File: src/rtl/bitwise_logic_pipe.sv
`default_nettype none
// ============================================================================
//  Module   : bitwise_logic_pipe
//  Brief    : Two-stage, back-pressurable bitwise logic unit (8 ops) with
//             tag passthrough, zero/ones flags, optional popcount and a
//             completed-operation counter.
//  Options  : BITWISE_LOGIC_POPCNT_EN - when defined, stage 2 registers the
//             population count of the result into out_popcnt; otherwise
//             out_popcnt is tied to zero.
//  Revision : 1.0 - initial release
// ============================================================================
module bitwise_logic_pipe #(
  parameter int WIDTH = 32,
  parameter int TAG_W = 5,
  parameter int CNT_W = 16
) (
  input  logic                         clock,
  input  logic                         reset_n,
  input  logic                         in_valid,
  output logic                         in_ready,
  input  logic [2:0]                   in_op,
  input  logic [WIDTH-1:0]             in_a,
  input  logic [WIDTH-1:0]             in_b,
  input  logic [TAG_W-1:0]             in_tag,
  output logic                         out_valid,
  input  logic                         out_ready,
  output logic [WIDTH-1:0]             out_result,
  output logic [TAG_W-1:0]             out_tag,
  output logic                         out_zero,
  output logic                         out_ones,
  output logic [$clog2(WIDTH+1)-1:0]   out_popcnt,
  output logic [CNT_W-1:0]             op_count
);

  localparam int PC_W = $clog2(WIDTH + 1);

  localparam logic [2:0] c_opAnd  = 3'b000;
  localparam logic [2:0] c_opOr   = 3'b001;
  localparam logic [2:0] c_opXor  = 3'b010;
  localparam logic [2:0] c_opNor  = 3'b011;
  localparam logic [2:0] c_opNand = 3'b100;
  localparam logic [2:0] c_opXnor = 3'b101;
  localparam logic [2:0] c_opAndn = 3'b110;

  // Stage 1 holding registers
  logic             r_s1Valid;
  logic [2:0]       r_s1Op;
  logic [WIDTH-1:0] r_s1A;
  logic [WIDTH-1:0] r_s1B;
  logic [TAG_W-1:0] r_s1Tag;

  // Stage 2 (output) registers
  logic             r_s2Valid;
  logic [WIDTH-1:0] r_result;
  logic [TAG_W-1:0] r_tag;
  logic             r_zero;
  logic             r_ones;
  logic [CNT_W-1:0] r_opCount;

  logic             w_inFire;
  logic             w_outFire;
  logic             w_s2Load;
  logic [WIDTH-1:0] w_result;

  // S1 may only be refilled when its content is leaving (or it is empty), so
  // in_ready mirrors the S2 load condition whenever S1 is occupied.
  assign in_ready  = !r_s1Valid || !r_s2Valid || out_ready;
  assign w_inFire  = in_valid && in_ready;
  assign w_outFire = r_s2Valid && out_ready;
  assign w_s2Load  = r_s1Valid && (!r_s2Valid || out_ready);

  // Stage 1 register: capture operands on every accepted beat
  always_ff @(posedge clock or negedge reset_n) begin
    if (!reset_n) begin
      r_s1Valid <= 1'b0;
      r_s1Op    <= 3'b000;
      r_s1A     <= '0;
      r_s1B     <= '0;
      r_s1Tag   <= '0;
    end else if (w_inFire) begin
      r_s1Valid <= 1'b1;
      r_s1Op    <= in_op;
      r_s1A     <= in_a;
      r_s1B     <= in_b;
      r_s1Tag   <= in_tag;
    end else if (w_s2Load) begin
      r_s1Valid <= 1'b0;
    end
  end

  // Bitwise operation decode on stage-1 contents
  always_comb begin
    w_result = r_s1A;
    case (r_s1Op)
      c_opAnd:  w_result = r_s1A & r_s1B;
      c_opOr:   w_result = r_s1A | r_s1B;
      c_opXor:  w_result = r_s1A ^ r_s1B;
      c_opNor:  w_result = ~(r_s1A | r_s1B);
      c_opNand: w_result = ~(r_s1A & r_s1B);
      c_opXnor: w_result = ~(r_s1A ^ r_s1B);
      c_opAndn: w_result = r_s1A & ~r_s1B;
      default:  w_result = r_s1A;
    endcase
  end

  // Stage 2 register: result, tag and flags; holds while stalled
  always_ff @(posedge clock or negedge reset_n) begin
    if (!reset_n) begin
      r_s2Valid <= 1'b0;
      r_result  <= '0;
      r_tag     <= '0;
      r_zero    <= 1'b1;
      r_ones    <= 1'b0;
    end else if (w_s2Load) begin
      r_s2Valid <= 1'b1;
      r_result  <= w_result;
      r_tag     <= r_s1Tag;
      r_zero    <= (w_result == '0);
      r_ones    <= &w_result;
    end else if (w_outFire) begin
      r_s2Valid <= 1'b0;
    end
  end

`ifdef BITWISE_LOGIC_POPCNT_EN
  logic [PC_W-1:0] w_popcnt;
  logic [PC_W-1:0] r_popcnt;

  // Population count of the stage-2 bound result
  always_comb begin
    w_popcnt = '0;
    for (int i = 0; i < WIDTH; i++) begin
      w_popcnt = w_popcnt + {{(PC_W-1){1'b0}}, w_result[i]};
    end
  end

  // Popcount register loads alongside the other stage-2 flags
  always_ff @(posedge clock or negedge reset_n) begin
    if (!reset_n) begin
      r_popcnt <= '0;
    end else if (w_s2Load) begin
      r_popcnt <= w_popcnt;
    end
  end

  assign out_popcnt = r_popcnt;
`else
  assign out_popcnt = '0;
`endif

  // Completed-handshake counter, wraps naturally at 2^CNT_W
  always_ff @(posedge clock or negedge reset_n) begin
    if (!reset_n) begin
      r_opCount <= '0;
    end else if (w_outFire) begin
      r_opCount <= r_opCount + CNT_W'(1);
    end
  end

  assign out_valid  = r_s2Valid;
  assign out_result = r_result;
  assign out_tag    = r_tag;
  assign out_zero   = r_zero;
  assign out_ones   = r_ones;
  assign op_count   = r_opCount;

endmodule
`default_nettype wire

File: config.mk
export PLATFORM = sky130hd
export DESIGN_NAME = bitwise_logic_pipe
export DESIGN_NICKNAME = d
export VERILOG_FILES = /design/src/rtl/bitwise_logic_pipe.sv
export SDC_FILE = /design/constraint.sdc
export NUM_CORES = 1
export LEC_CHECK = 0
export CORE_UTILIZATION = 50
export CTS_CLUSTER_DIAMETER = 150
export DETAILED_ROUTE_END_ITERATION = 8
export HOLD_SLACK_MARGIN = 0.06
export PLACE_DENSITY = 0.76
export SLEW_MARGIN = 30
export SYNTH_ARGS = -nofsm -noshare
export SYNTH_HDL_FRONTEND = slang
export SYNTH_SLANG_ARGS = --single-unit
File: constraint.sdc
create_clock -name clock -period 2.25 [get_ports clock]
set_clock_uncertainty 0.05 [all_clocks]
set_input_delay 0.45 -clock clock [delete_from_list [all_inputs] [get_ports clock]]
set_output_delay 0.45 -clock clock [all_outputs]
set_load 0.005 [all_outputs]
# Word level (Yosys, flattened, before mapping)
# Cells that the tools add are included.
# Widths: inputs -> output; s select.
# totals
out_inout_bits,63
wordCells,44
regBits,129
input_bits,76
# op_classes
muxes,5
bitwise,8
eq_ne,6
n_reduce_logical,13
add_sub_neg,1
# ops
cell,count
$pmux 32 s7,1
$not 32->32,4
$and 32x32->32,2
$logic_not 32->1,1
$or 32x32->32,1
$reduce_and 32->1,1
$xor 32x32->32,1
$add 16x1->16 const B,1
$eq 3x3->1 const B,3
$eq 3x2->1 const B,2
$mux 1,4
$reduce_bool 2->1,2
$eq 3x1->1 const B,1
$logic_and 1x1->1,3
$logic_not 3->1,1
$logic_or 1x1->1,3
$logic_not 1->1,2

# Longest topological paths before layout
# Gate-level depths: netlist (run 1).
# depth
depth_word,5
ltp_mapped,11
depth_no_buf,9

# Worst setup path before layout (run 1)
# Ideal clock, no wire load.
# synth_timing
path_type,flip-flop to flip-flop
from,register r_s1A[28]
to,"register r_zero, in the netlist out_zero"
path_buffers,0
stages_incl_launch_ff,9
setup_slack_ns,-0.184
setup_ns,0.063
period_less_slack_ns,2.434
required_ns,2.137
arrival_time_ns,2.321
path_cell_list,dfrtp_1 > inv_1 > ha_1 > mux2_4 > a22oi_2 > o21ai_2 > or4_4 > a2111oi_4 > a32o_1
# synth_between
elab_chain_cells,4
word_cells_on_any_way,9
cone_classes,mux: 1; bitwise: 7; reduce/logical: 1
# synth_lines
element,line_no,text
"start, declared",48,logic [WIDTH-1:0] r_s1A;
"start signal, assigned",83,r_s1A <= in_a;
$xor 32x32->32 (tied with other cells),"97, 100",
"$not 32->32, on equally long branches","100, 98, 99",
$pmux 32 s7 (*),94,case (r_s1Op)
$logic_not 32->1 (*),118,r_zero <= (w_result == '0);
"end signal, assigned",118,
"end, declared",56,logic r_zero;
# Every way passes the cells marked *; elsewhere a longest branch is shown, timed or not.
# A chain may end at the register's enable or synchronous reset.

# Final worst setup path (run 1)
# layout_timing
from,register r_s1Op[2]
to,"register r_zero, in the netlist out_zero"
# layout_between
elab_chain_cells,3
word_cells_on_any_way,9
cone_classes,eq/ne: 6; mux: 1; reduce/logical: 2
# layout_lines
element,line_no,text
"start, declared",47,logic [2:0] r_s1Op;
"start signal, assigned",82,r_s1Op <= in_op;
$eq 3x3->1 (tied with other cells),94,
$pmux 32 s7 (*),94,
$logic_not 32->1 (*),118,
# Marked as above.

==> out/results.txt, run 1 <==
The number of cells produced by synthesis was 833. Setup repair after global routing could not meet its margin everywhere. In this run the horizontal extent of the chip is 133.8 µm. The logs give 5 for the total iterations of the first detailed-routing run and 0 for the total count of hold-check failures in the final report. The smallest clock period supported by the final layout is computed as 2390 ps. The floorplan step defined a core boundary enclosing 16760 µm². For the worst setup path, the data required time is 2570 ps. The logs give -185.2 ps for the summed negative setup slack over all endpoints and 17 for the TritonCTS buffer count. The final reports fail on negative setup slack.

Static timing analysis puts the maximum clock frequency at 0.4184 GHz. The logs give 0 for the remaining global-route overflow and 10980 µm² for the area of placed instances. Clock-pin slew was measured on the worst setup and hold paths at 60 ps. The proportion of layout cells with a drive suffix above 1 is 27.91%, and the worst-case clock buffer depth is 2. Count of final max-slew check failures: 0.

The run gives 0 as the number of antenna violations at the first check in global routing. The slew at the pin closest to its max-slew limit was 582.7 ps. STA classifies the critical path startpoint as a register. The worst path uses 106.2% of the clock period. The run gives -140.3 ps as the final setup slack of the worst path. The logs give 17890 µm² for the total die area and 40.5% for the combinational share of power.

The tools report the type of element capturing the critical path as a register. In this run the worst path has a maximum fanout of 8. The proportion of power drawn by flip-flops and latches is 30.6%, and the count of flip-flops with a built-in enable after synthesis is 0.

Maximum number of pins on one net before global-route repair: 46. In this run the remaining antenna-violating nets after routing total 0. Final hold analysis gives a worst-case slack of 431.0 ps. At the end of routability-driven placement, the weighted congestion stood at 0.9649. For the total routed wirelength, the log shows 21490 µm.

TritonCTS built the clock tree. The tools report the proportion of synthesized chip area in sequential cells as 37.20%. The kind of path behind the tightest hold check was reg2reg. After detailed placement, the design holds a cell count of 1257. The top cell types in the final layout, fill and taps aside, are clkdlybuf4s50_1 (131), dfrtp_1 (124), buf_4 (120).

The internal portion of the total power is 7.197 mW. Detailed placement finished with a half-perimeter wire length of 15910 µm. The run gives 24.92% as the global-route usage over all layers.

Net switching is 32.49% of the power. Count of nets after finishing: 1242. The flip-flop cell with the highest count after synthesis is dfrtp_1. Counting flops and latches in the post-synthesis netlist gives 129. The count of buffers inserted at the top-level ports was 132; the wire length of the first global-routing pass was 34800 µm. The tree is rooted in a clkbuf_16. The cell area that synthesis handed to floorplanning was 8681 µm².

The run gives 358 as the starting DRC count in detailed routing. For this run, design rule violations remaining after detail routing come to 0. The final count of negative-setup-slack endpoints was 2; the average vias per placed instance was 5.412. For this run, asynchronously set or reset flops after synthesis account for 100.0%. For the reported net switching power, the log shows 3.464 mW. The power density normalized to cell area came out at 894.4 nW/µm².

Counting the fill cells in the layout gives 1209. The die height is 133.8 µm. Max-cap violations in this run came to 0. In this run the count of I/O pins placed on the die edge is 139. The run finished, with violations left.

After synthesis, the mean cell area works out to 10.42 µm². CTS built an H-tree with a depth of 4. The netlist uses 65 different library cells. The logs give 2710 ps for the arrival time of data at the critical path endpoint and 47 for the number of rows created at floorplan. The clock insertion delay at the later pin of the skew report came out at 430 ps. The most common library cell in the layout ignoring fill and taps was clkdlybuf4s50_1. Kind of critical path: reg2reg. The final design utilization is 71.12%, and the starting density of the core is 51.80%. The clock sink total was 129; the count of placed standard cells in the final layout, fillers left out was 1302. The routed layout has 7046 vias. Compared with the post-synthesis result, the final layout area differs by 37.32%.

Once layout is done, the placed cells without fillers occupy 11920 µm². The logs give 0.0006237 V for the largest vdd supply drop and 0 for the number of warnings issued by yosys. Measured against its own limit, the worst slew margin works out to 61.15%. The portion of total power attributed to the clock network was 28.8%. The number of global-route vias before repair was 7119; the average detailed-routed wire length per instance was 16.50 µm. The antenna diode count is 0, and the leakage power summed over all cells is 5.537 nW.
-- routing by layer --
layer / vias to the layer above / share of wire (%) / GRT usage (%)
li1: 3391 / - / -
met1: 3409 / 45 / 33.13
met2: 218 / 48 / 39.93
met3: 28 / 5.4 / 5.061
met4: 0 / 1.9 / 9.470
met5: - / 0 / 0
-- cells in the mapped netlist (all sizes together) (13+ instances only) --
| cell | number | area (µm²) |
|---|---|---|
| buf | 36 | 264.0 |
| a21oi | 21 | 105.1 |
| o21ai | 47 | 239.0 |
| clkbuf | 19 | 71.32 |
| nor2 | 34 | 127.6 |
| xor2 | 22 | 192.7 |
| nand2 | 45 | 168.9 |
| ha | 97 | 1214 |
| nand3 | 16 | 80.08 |
| o221ai | 13 | 113.9 |
| xnor2 | 20 | 175.2 |
| inv | 71 | 266.5 |
| dfrtp | 128 | 3203 |
| mux2 | 101 | 1145 |
| mux2i | 33 | 330.3 |
-- cells by family (layout without fill, tap and decap cells) --
logic type      Yosys count  count (layout)  synth area share (%)
compound gates          144             144                 11.11
xor+xnor                 42              42                 4.238
fa+ha+maj                97              97                 13.98
buf+inv                 126             370                 6.933
flops                   129             129                 37.20
mux                     136             136                 17.51
other cells               1               6               0.04320
simple gates            158             158                 8.980
-- layout make-up --
type	instances	area [µm²]	share of cell area, %
sequential	129	3237	27.15
inverter	71	271.5	2.278
multi-input combinational	583	5020	42.11
tap	220	275.3	2.309
clock inverter	15	229.0	1.921
timing repair buffer	267	2462	20.66
clock buffer	17	425.4	3.569
-- sequential cells by signal (all words and copies together) (netlist names) --
name,count
op_count,16
out_ones,1
out_result,32
out_tag,5
out_valid,1
out_zero,1
r_s1A,32
r_s1B,32
r_s1Op,3
r_s1Tag,5
r_s1Valid,1
-- repair_timing --
item / 4_1_cts / 5_1_grt
hold endpoints to repair: 22 / 0
endpoints found under the setup margin: 2 / 2
pin swaps: 7 / 7
resized for setup: 17 / 28
buffers inserted: 5 / 7
hold buffers: 1 / 0
-- stage by stage --
| stage | setup slack (ps) | power [mW] |
|---|---|---|
| finish | -140.3 | 10.66 |
| floorplan | -140.9 | 5.323 |
| global placement | -134.0 | 7.232 |
| CTS | -137.5 | 10.55 |
| global route | -219.1 | 11.28 |
| detailed placement | -164.8 | 7.348 |
-- worst max-delay path, stage by stage, from the launching register on --
cell	delay [ps]
dfrtp_4	550
buf_6	150
buf_4	140
mux2i_1	140
o22ai_1	170
o21ai_2	80
or4_4	550
a2111oi_4	300
a32o_1	200
-- path summary, 6_finish.rpt --
path                                    start       endpoint  slack (ps)  cells past startpoint
worst max register to register      r_s1Op[2]       out_zero        -140                      8
min in group asynchronous             reset_n     r_s1Tag[4]         440                      2
worst min-delay path            out_result[0]  out_result[0]         430                      2
worst min register to register  out_result[0]  out_result[0]         430                      2
worst max-delay path                r_s1Op[2]       out_zero        -140                      8
max in group asynchronous             reset_n  out_result[6]        1040                      3
-- power by group through the flow --
stage	combinational [mW]	clock (mW)	sequential, mW
detailed placement	4.05	0	3.30
finish	4.32	3.07	3.26
CTS	4.17	3.11	3.26
global route	4.72	3.23	3.33
global placement	3.95	0	3.28
floorplan	2.11	0	3.22
(Power assumes the default switching activity.)
==> run 2: changes to the inputs <==
CORE_UTILIZATION = 51   (was 50)
CTS_BUF_LIST = sky130_fd_sc_hd__clkbuf_4 sky130_fd_sc_hd__clkbuf_8   (was not set)
PLACE_DENSITY = 0.78   (was 0.76)
==> run 2 against run 1 <==
Critical endpoint unchanged. Setup slack worse by 52 ps. The run still ends with negative setup slack left. Combinational power fell by 1%. Cell area decreased by 2.4%.
==> out/results.txt, run 2 (same netlist as run 1, synthesis figures left out) <==
The run gives 34730 µm as the wire length of the first global-routing pass. The final RePlAce weighted congestion came out at 0.8803. Overall via count from detail_route: 6974. Setup repair after global routing could not meet its margin everywhere. Data on the critical path is required at its endpoint by 2610 ps. Counting along the longest clock path gives a buffer depth of 2. During placement, the flow inserted port buffers numbering 132. For the total count of hold-check failures in the final report, the log shows 0. The checks that failed: negative setup slack.

The critical-path maximum fanout is 6, and the overall power after layout is 9.626 mW. In the layout the commonest cells are clkdlybuf4s50_1 (131), dfrtp_1 (125), buf_4 (107). The standard cell with the maximum stage delay on the critical path was dfrtp_4.

The tools report the global-route usage over all layers as 25.11%. The shortest period the worst path allows works out to 2442 ps. In this run, the number of DRC markers left after iteration 0 of detailed routing was 337. The run gives 5010 µm² as the area used by multi-input combinational logic.

Dividing the detail-routed wire length by the instance count gives 16.35 µm. 139 I/O pins were placed. The clock tree root buffer cell was clkbuf_8. The placed wire-length estimate after detailed placement is 16240 µm.

Of the available clock period, the critical path in the final layout requires 108.5%. For this design the static power due to leakage is 5.385 nW. The worst setup path is of the reg2reg kind. In this run the remaining antenna-violating nets after routing total 0. The number of antenna violations at the first check in global routing is 0, and the area of placed instances is 11010 µm². For this design the ratio of total power to cell area is 827.8 nW/µm². The logs give 16580 µm² for the area of the core region and 0.4095 GHz for the maximum frequency from static timing analysis. The final design utilization is 70.12%, and the H-tree depth is 4. The post-route cell area was 11630 µm²; the count of max-cap constraint violations was 0. The count of final max-slew check failures is 0, and the total iterations of the first detailed-routing run is 4. Walking the worst path, the cells encountered are buf_6 -> mux2_4 -> a22oi_2 -> o21ai_2 -> or4_4 -> a2111oi_4 -> a32o_2. The clock insertion delay at the later pin of the skew report was 460 ps; the clock transition at the registers of the reported paths was 80 ps. VDD sags by at most 0.0005856 V. The run gives 0 as the number of design rule violations left after detail routing. Adding up every negative setup slack in the final design gives -351.0 ps.

Clock sink total: 129. For the antenna diode count, the log shows 0. In this run the core area contains 47 standard-cell rows.

The worst hold path belongs to the class reg2reg. The die height was 132.5 µm. Entering global routing, the biggest net connects 58 pins. The layout overhead on the synthesized area works out to 33.96%. The tools report the arrival time of data at the critical path endpoint as 2800 ps. The setup slack of the worst register-to-register path was -190 ps. The number of global-route vias before repair is 6969, and the total die area is 17550 µm². The worst setup path is launched from a register. The flow ran to the end, but the final reports show violations. The logs give 1228 for the total of fill cells in the finished design and 52.35% for the starting density of the core.

STA classifies the critical path endpoint as a register. The final count of negative-setup-slack endpoints is 2. Hold is met by 431.0 ps. In the final layout, flip-flops and latches occupy 3236 µm². After detailed routing, the number of vias per cell comes to 5.402.

The final layout contains 1231 nets. In this design, the stage delay of the slowest critical-path cell is 540 ps. In the final layout, the share of cells above drive strength 1 is 27.26%. For the final setup slack of the worst path, the log shows -192.2 ps. TritonCTS built the clock tree. Wires add up to 21110 µm. The TritonCTS buffer count is 17. The most common library cell in the layout ignoring fill and taps was clkdlybuf4s50_1. The remaining global-route overflow was 0; the width of the die was 132.5 µm.
[run 2: cell count changes in the layout (fill, tap and decap cells not counted), sizes merged]
cell	before	now
clkinv	5	4
inv	75	72
clkbuf	17	20
buf	135	124
clkinvlp	1	4
bufinv	5	3
[run 2: cell type report]
type / count / share of cell area (%)
clock buffer: 20 / 2.313
clock inverter: 12 / 1.345
inverter: 71 / 2.292
multi-input combinational: 583 / 43.08
sequential: 129 / 27.82
tap: 220 / 2.367
timing repair buffer: 256 / 20.78
[run 2: path summary, 6_finish.rpt]
kind                              startpoint            to  cells after the start
worst max-delay path               r_s1Op[2]      out_zero                      7
worst min-delay path            op_count[15]  op_count[15]                      1
worst max register to register     r_s1Op[2]      out_zero                      7
worst min register to register  op_count[15]  op_count[15]                      1
max in group asynchronous            reset_n     r_s1Op[2]                      3
min in group asynchronous            reset_n     r_s1B[20]                      2
[run 2: worst max-delay path, delay by kind of cell (launching register included)]
family	cells	cell delay, ps
compound gates	4	840
buf+inv	1	160
flops	1	540
mux	1	300
simple gates	1	510
[run 2: power by group]
group	internal (mW)	switching, mW	total (mW)
registers	2.82	0.425	3.24
clock network	1.17	0.952	2.12
logic	2.35	1.91	4.26
[run 2: metrics by stage]
stage	instances	setup WS, ps
3_3_place_gp	1254	-173.9
3_5_place_dp	1254	-190.1
5_1_grt	1291	-252.4
6_report	1291	-192.2
4_1_cts	1290	-160.5
2_1_floorplan	838	-140.9
[run 2: timing repair]
action / in CTS / in global routing
pin swaps: 3 / 7
hold buffers: 1 / 0
buffers inserted: 3 / 1
gates resized for setup: 20 / 17
endpoints found under the hold margin: 47 / 0
setup endpoints to repair: 3 / 3
[run 2: metal layers]
layer | GRT usage, % | wire length, µm
met1 | 33.35 | 9537
met3 | 4.789 | 1142
met5 | 0 | 0
met4 | 9.323 | 363
met2 | 40.79 | 10070
==> run 3: changes to the inputs <==
ABC_AREA = 1   (was not set)
CELL_PAD_IN_SITES_DETAIL_PLACEMENT = 0   (was not set)
CELL_PAD_IN_SITES_GLOBAL_PLACEMENT = 1   (was not set)
CORE_UTILIZATION = 37   (was 51)
==> run 3 against run 2 <==
The run now ends clean. Clock power is essentially flat. Via count grew 35%. Global-route usage shrank 3.0 points. Final cell count grew 51%. Cell area grew 6.0%. Register-to-register slack gained 340 ps. Die area grew 51%. Critical path depth shrank 3. Combinational power grew 3%. Largest power group unchanged. Largest cell class unchanged. Core utilization shrank 21 points.
==> out/results.txt, run 3 <==
The cell taking the most area after synthesis was dfrtp_1. For this design, the sink count on the clock tree is 129. At the pin with the least slew margin, the transition time is 567.3 ps. The run gives 9137 as the number of global-route vias before repair. In the post-synthesis netlist, the biggest area contributors are dfrtp_1 (33%), nand2_1 (15%), ha_1 (13%). The floorplan step set the die width to 163.0 µm. The final setup slack of the worst path came out at 141.2 ps.

Setup violations remaining at the end of the flow were counted as 0. The standard cell with the maximum stage delay on the critical path is clkdlybuf4s50_1. The run gives 25330 µm² as the area of the core region. The run finished with clean final reports. The tools report the largest vdd supply drop as 0.0003635 V. By startpoint and endpoint, the worst setup path is classified as in2out.

The tools report the remaining global-route overflow as 0. Layout overhead on the synthesized area: 28.63%. STA classifies the critical path startpoint as an input port. The simple-gate share of the synthesized area was 33.38%; the required arrival time at the worst endpoint was 1750 ps. The synthesized design contains 129 register bits. The count of buffers inserted at the top-level ports was 132. Setup repair after global routing could not meet its margin everywhere. TritonCTS built the clock tree. Subtracting the final worst setup slack from the clock period gives 2109 ps. The critical-path maximum fanout is 3. The clock passes through at most 2 buffers. Summing the areas of all compound-gate instances in the mapped netlist gives 8.798% of the synthesized area.

The Yosys step of the flow raised 0 warnings. Once placement finished, the instance area stood at 11900 µm². The proportion of layout cells with a drive suffix above 1 came out at 9.468%. The tools report the total die area as 26550 µm². The count of final max-slew check failures was 0; the antenna diode count was 0. Counting both buffers and inverters, the worst setup path holds a total of 3.

The maximum single-stage delay on the critical path was 500 ps. The run gives 46030 µm as the wire length of the first global-routing pass. The type of element capturing the critical path is an output port. The synthesized netlist occupies a cell area of 9585 µm². Walking the worst path, the cells encountered are clkdlybuf4s50_1 -> inv_1 -> nand3_1 -> clkdlybuf4s50_1. The run gives 6.582 nW as the leakage power summed over all cells. Power spread over the standard cell area amounts to 791.3 nW/µm². For the post-placement setup slack, the log shows -47.11 ps. The pre-antenna-repair detailed-routing pass consisted of 5 iterations.

The fraction of the cycle the final worst path needs came out at 93.72%. The synthesized netlist devotes 1.279% of its cell area to XOR and XNOR gates. In the final design database the tool counted 1776 nets. Synthesized-area fraction occupied by adder cells: 12.66%. Sequential elements use 33.69% of the synthesized area. The tools report the final design utilization as 48.68%. On the critical path the largest part of the delay comes from buffers and inverters. In the synthesized netlist the async set-or-reset flop fraction comes to 100.0%.

The share of cell area taken by muxes after synthesis came out at 0.2350%. In this run the core area contains 58 standard-cell rows. By instance count, the cell type seen most on the critical path is clkdlybuf4s50_1. Counting the buffers created by CTS gives 17. The number of cells produced by synthesis is 1418. Total power for the finished layout comes to 9.756 mW. In the layout the commonest cells are nand2_1 (390), nor2_1 (231), inv_1 (162).

After detailed routing, the number of remaining DRC violations is 0. The flip-flop cell with the highest count after synthesis is dfrtp_1. The average detailed-routed wire length per instance came out at 14.62 µm.

The run gives 0 as the count of max-cap constraint violations. The startpoint identified for the worst register-to-register timing path is r_s1Op[1]. The number of stages on the worst setup path was 4; the fraction of post-synthesis cell area in the top cell type by area was 33.42%. The placed wire-length estimate after detailed placement is 20780 µm. The number of antenna violations at the first check in global routing is 0. For this block, the routed nets add up to 28450 µm of wire. The tools report the post-route cell area as 12330 µm². Counting cells, the worst reg-to-reg path comes to 13. The tightest min-delay check is of the in2async type. The arrival time of data at the critical path endpoint is 1610 ps, and the overall via count from detail_route is 9414. The combinational family with the most area after synthesis is simple AND/OR/NAND/NOR gates. The tools report the starting density of the core as 37.85%. CTS placed an instance of clkbuf_8 at the clock tree root. For the total of fill cells in the finished design, the log shows 2596. The clock transition at the registers of the reported paths works out to 100 ps.

The most common library cell in the layout ignoring fill and taps was nand2_1. Global-route usage over all layers: 22.14%. Measured against its own limit, the worst slew margin works out to 62.18%. The commonest cells after synthesis are nand2_1 (393), nor2_1 (233), inv_1 (163). For this design the top-level I/O count stands at 139.

The clock reaches the later pin of the worst-skew pair after 480 ps. Dividing the synthesized area by the synthesized cell count gives 6.760 µm². For this run, the top clock speed supported by timing is 0.4742 GHz.

Total count of hold-check failures in the final report: 0. The H-tree depth is 4. The synthesized netlist contains 30 unique library cells. The setup slack of the worst register-to-register path came out at 150 ps.

The end of the worst register-to-register path was out_ones. The maximum number of pins on one net before global-route repair was 54. In this run, synthesis inferred 0 flip-flops with an integrated enable. The floorplan step set the die height to 163.0 µm. In this run the remaining antenna-violating nets after routing total 0. The congestion estimate from routability-driven global placement came to 0.8452. Post-CTS timing repair inserted 0 buffers for setup. nand2_1 is the most common cell in the netlist.

The average vias per placed instance was 4.838; the starting DRC count in detailed routing was 564.
==> run 3: changes by cell type in the layout (fill, tap and decap cells not counted), moves of 14 or more <==
cell	change
xnor2_1	-14
mux2i_1	-33
o21ai_0	+56
nand3_1	+61
nand4_1	+29
nand3b_1	+15
nor2_1	+198
xor2_1	-14
mux2_2	-88
inv_1	+96
buf_4	-22
a21oi_1	+56
nand2_1	+347
==> run 3: repair_timing <==
action | 4_1_cts | 5_1_grt
hold buffers | 1 | 0
hold endpoints to repair | 49 | 0
resized for setup | 0 | 10
endpoints found under the setup margin | 0 | 2
==> run 3: worst max-delay path by stage <==
stage          slack [ps]       from      endpoint
4_1_cts               120  r_s1Op[1]      out_ones
6_report              140  out_ready      in_ready
3_5_place_dp          -50  out_ready  op_count[15]
5_1_grt               -10  r_s1Op[1]      out_ones
3_3_place_gp          -10  out_ready  op_count[15]
2_1_floorplan         480  out_ready  op_count[15]
==> run 3: cell type report <==
| type | count | area, µm² | area share [%] |
|---|---|---|---|
| Multi-Input combinational cell | 1058 | 5441 | 44.13 |
| Clock inverter | 15 | 166.4 | 1.350 |
| Clock buffer | 17 | 234.0 | 1.898 |
| Timing Repair Buffer | 231 | 2213 | 17.95 |
| Sequential cell | 129 | 3233 | 26.22 |
| Tap cell | 330 | 412.9 | 3.349 |
| Inverter | 166 | 628.1 | 5.094 |
==> run 3: cell families after synthesis <==
group | Yosys count
buffers and inverters | 236
XOR/XNOR | 14
other | 1
adder cells (fa/ha/maj) | 97
flip-flops | 129
multiplexers | 2
AND/OR/NAND/NOR | 771
AO/OA/AOI/OAI | 168
==> run 3: per-stage QoR <==
stage	hold slack, ps	std cells	TNS [ps]
floorplan	104.4	1423	0
global placement	405.8	1913	-12.28
detailed placement	415.9	1913	-88.34
CTS	439.4	1946	0
global route	453.0	1946	-12.95
finish	435.4	1946	0
==> run 3: layer usage <==
layer  up-vias  wire, µm  track usage [%]
met2       209     13450            37.14
met5         -         0                0
met3        25      1089            3.107
met4         0       373            5.947
li1       4812         -                -
met1      4368     13540            29.66
==> run 3: power breakdown <==
part	switching, mW	total (mW)	internal (mW)
combinational	2.37	4.39	2.02
clock	1.19	2.12	0.928
sequential	0.389	3.25	2.86
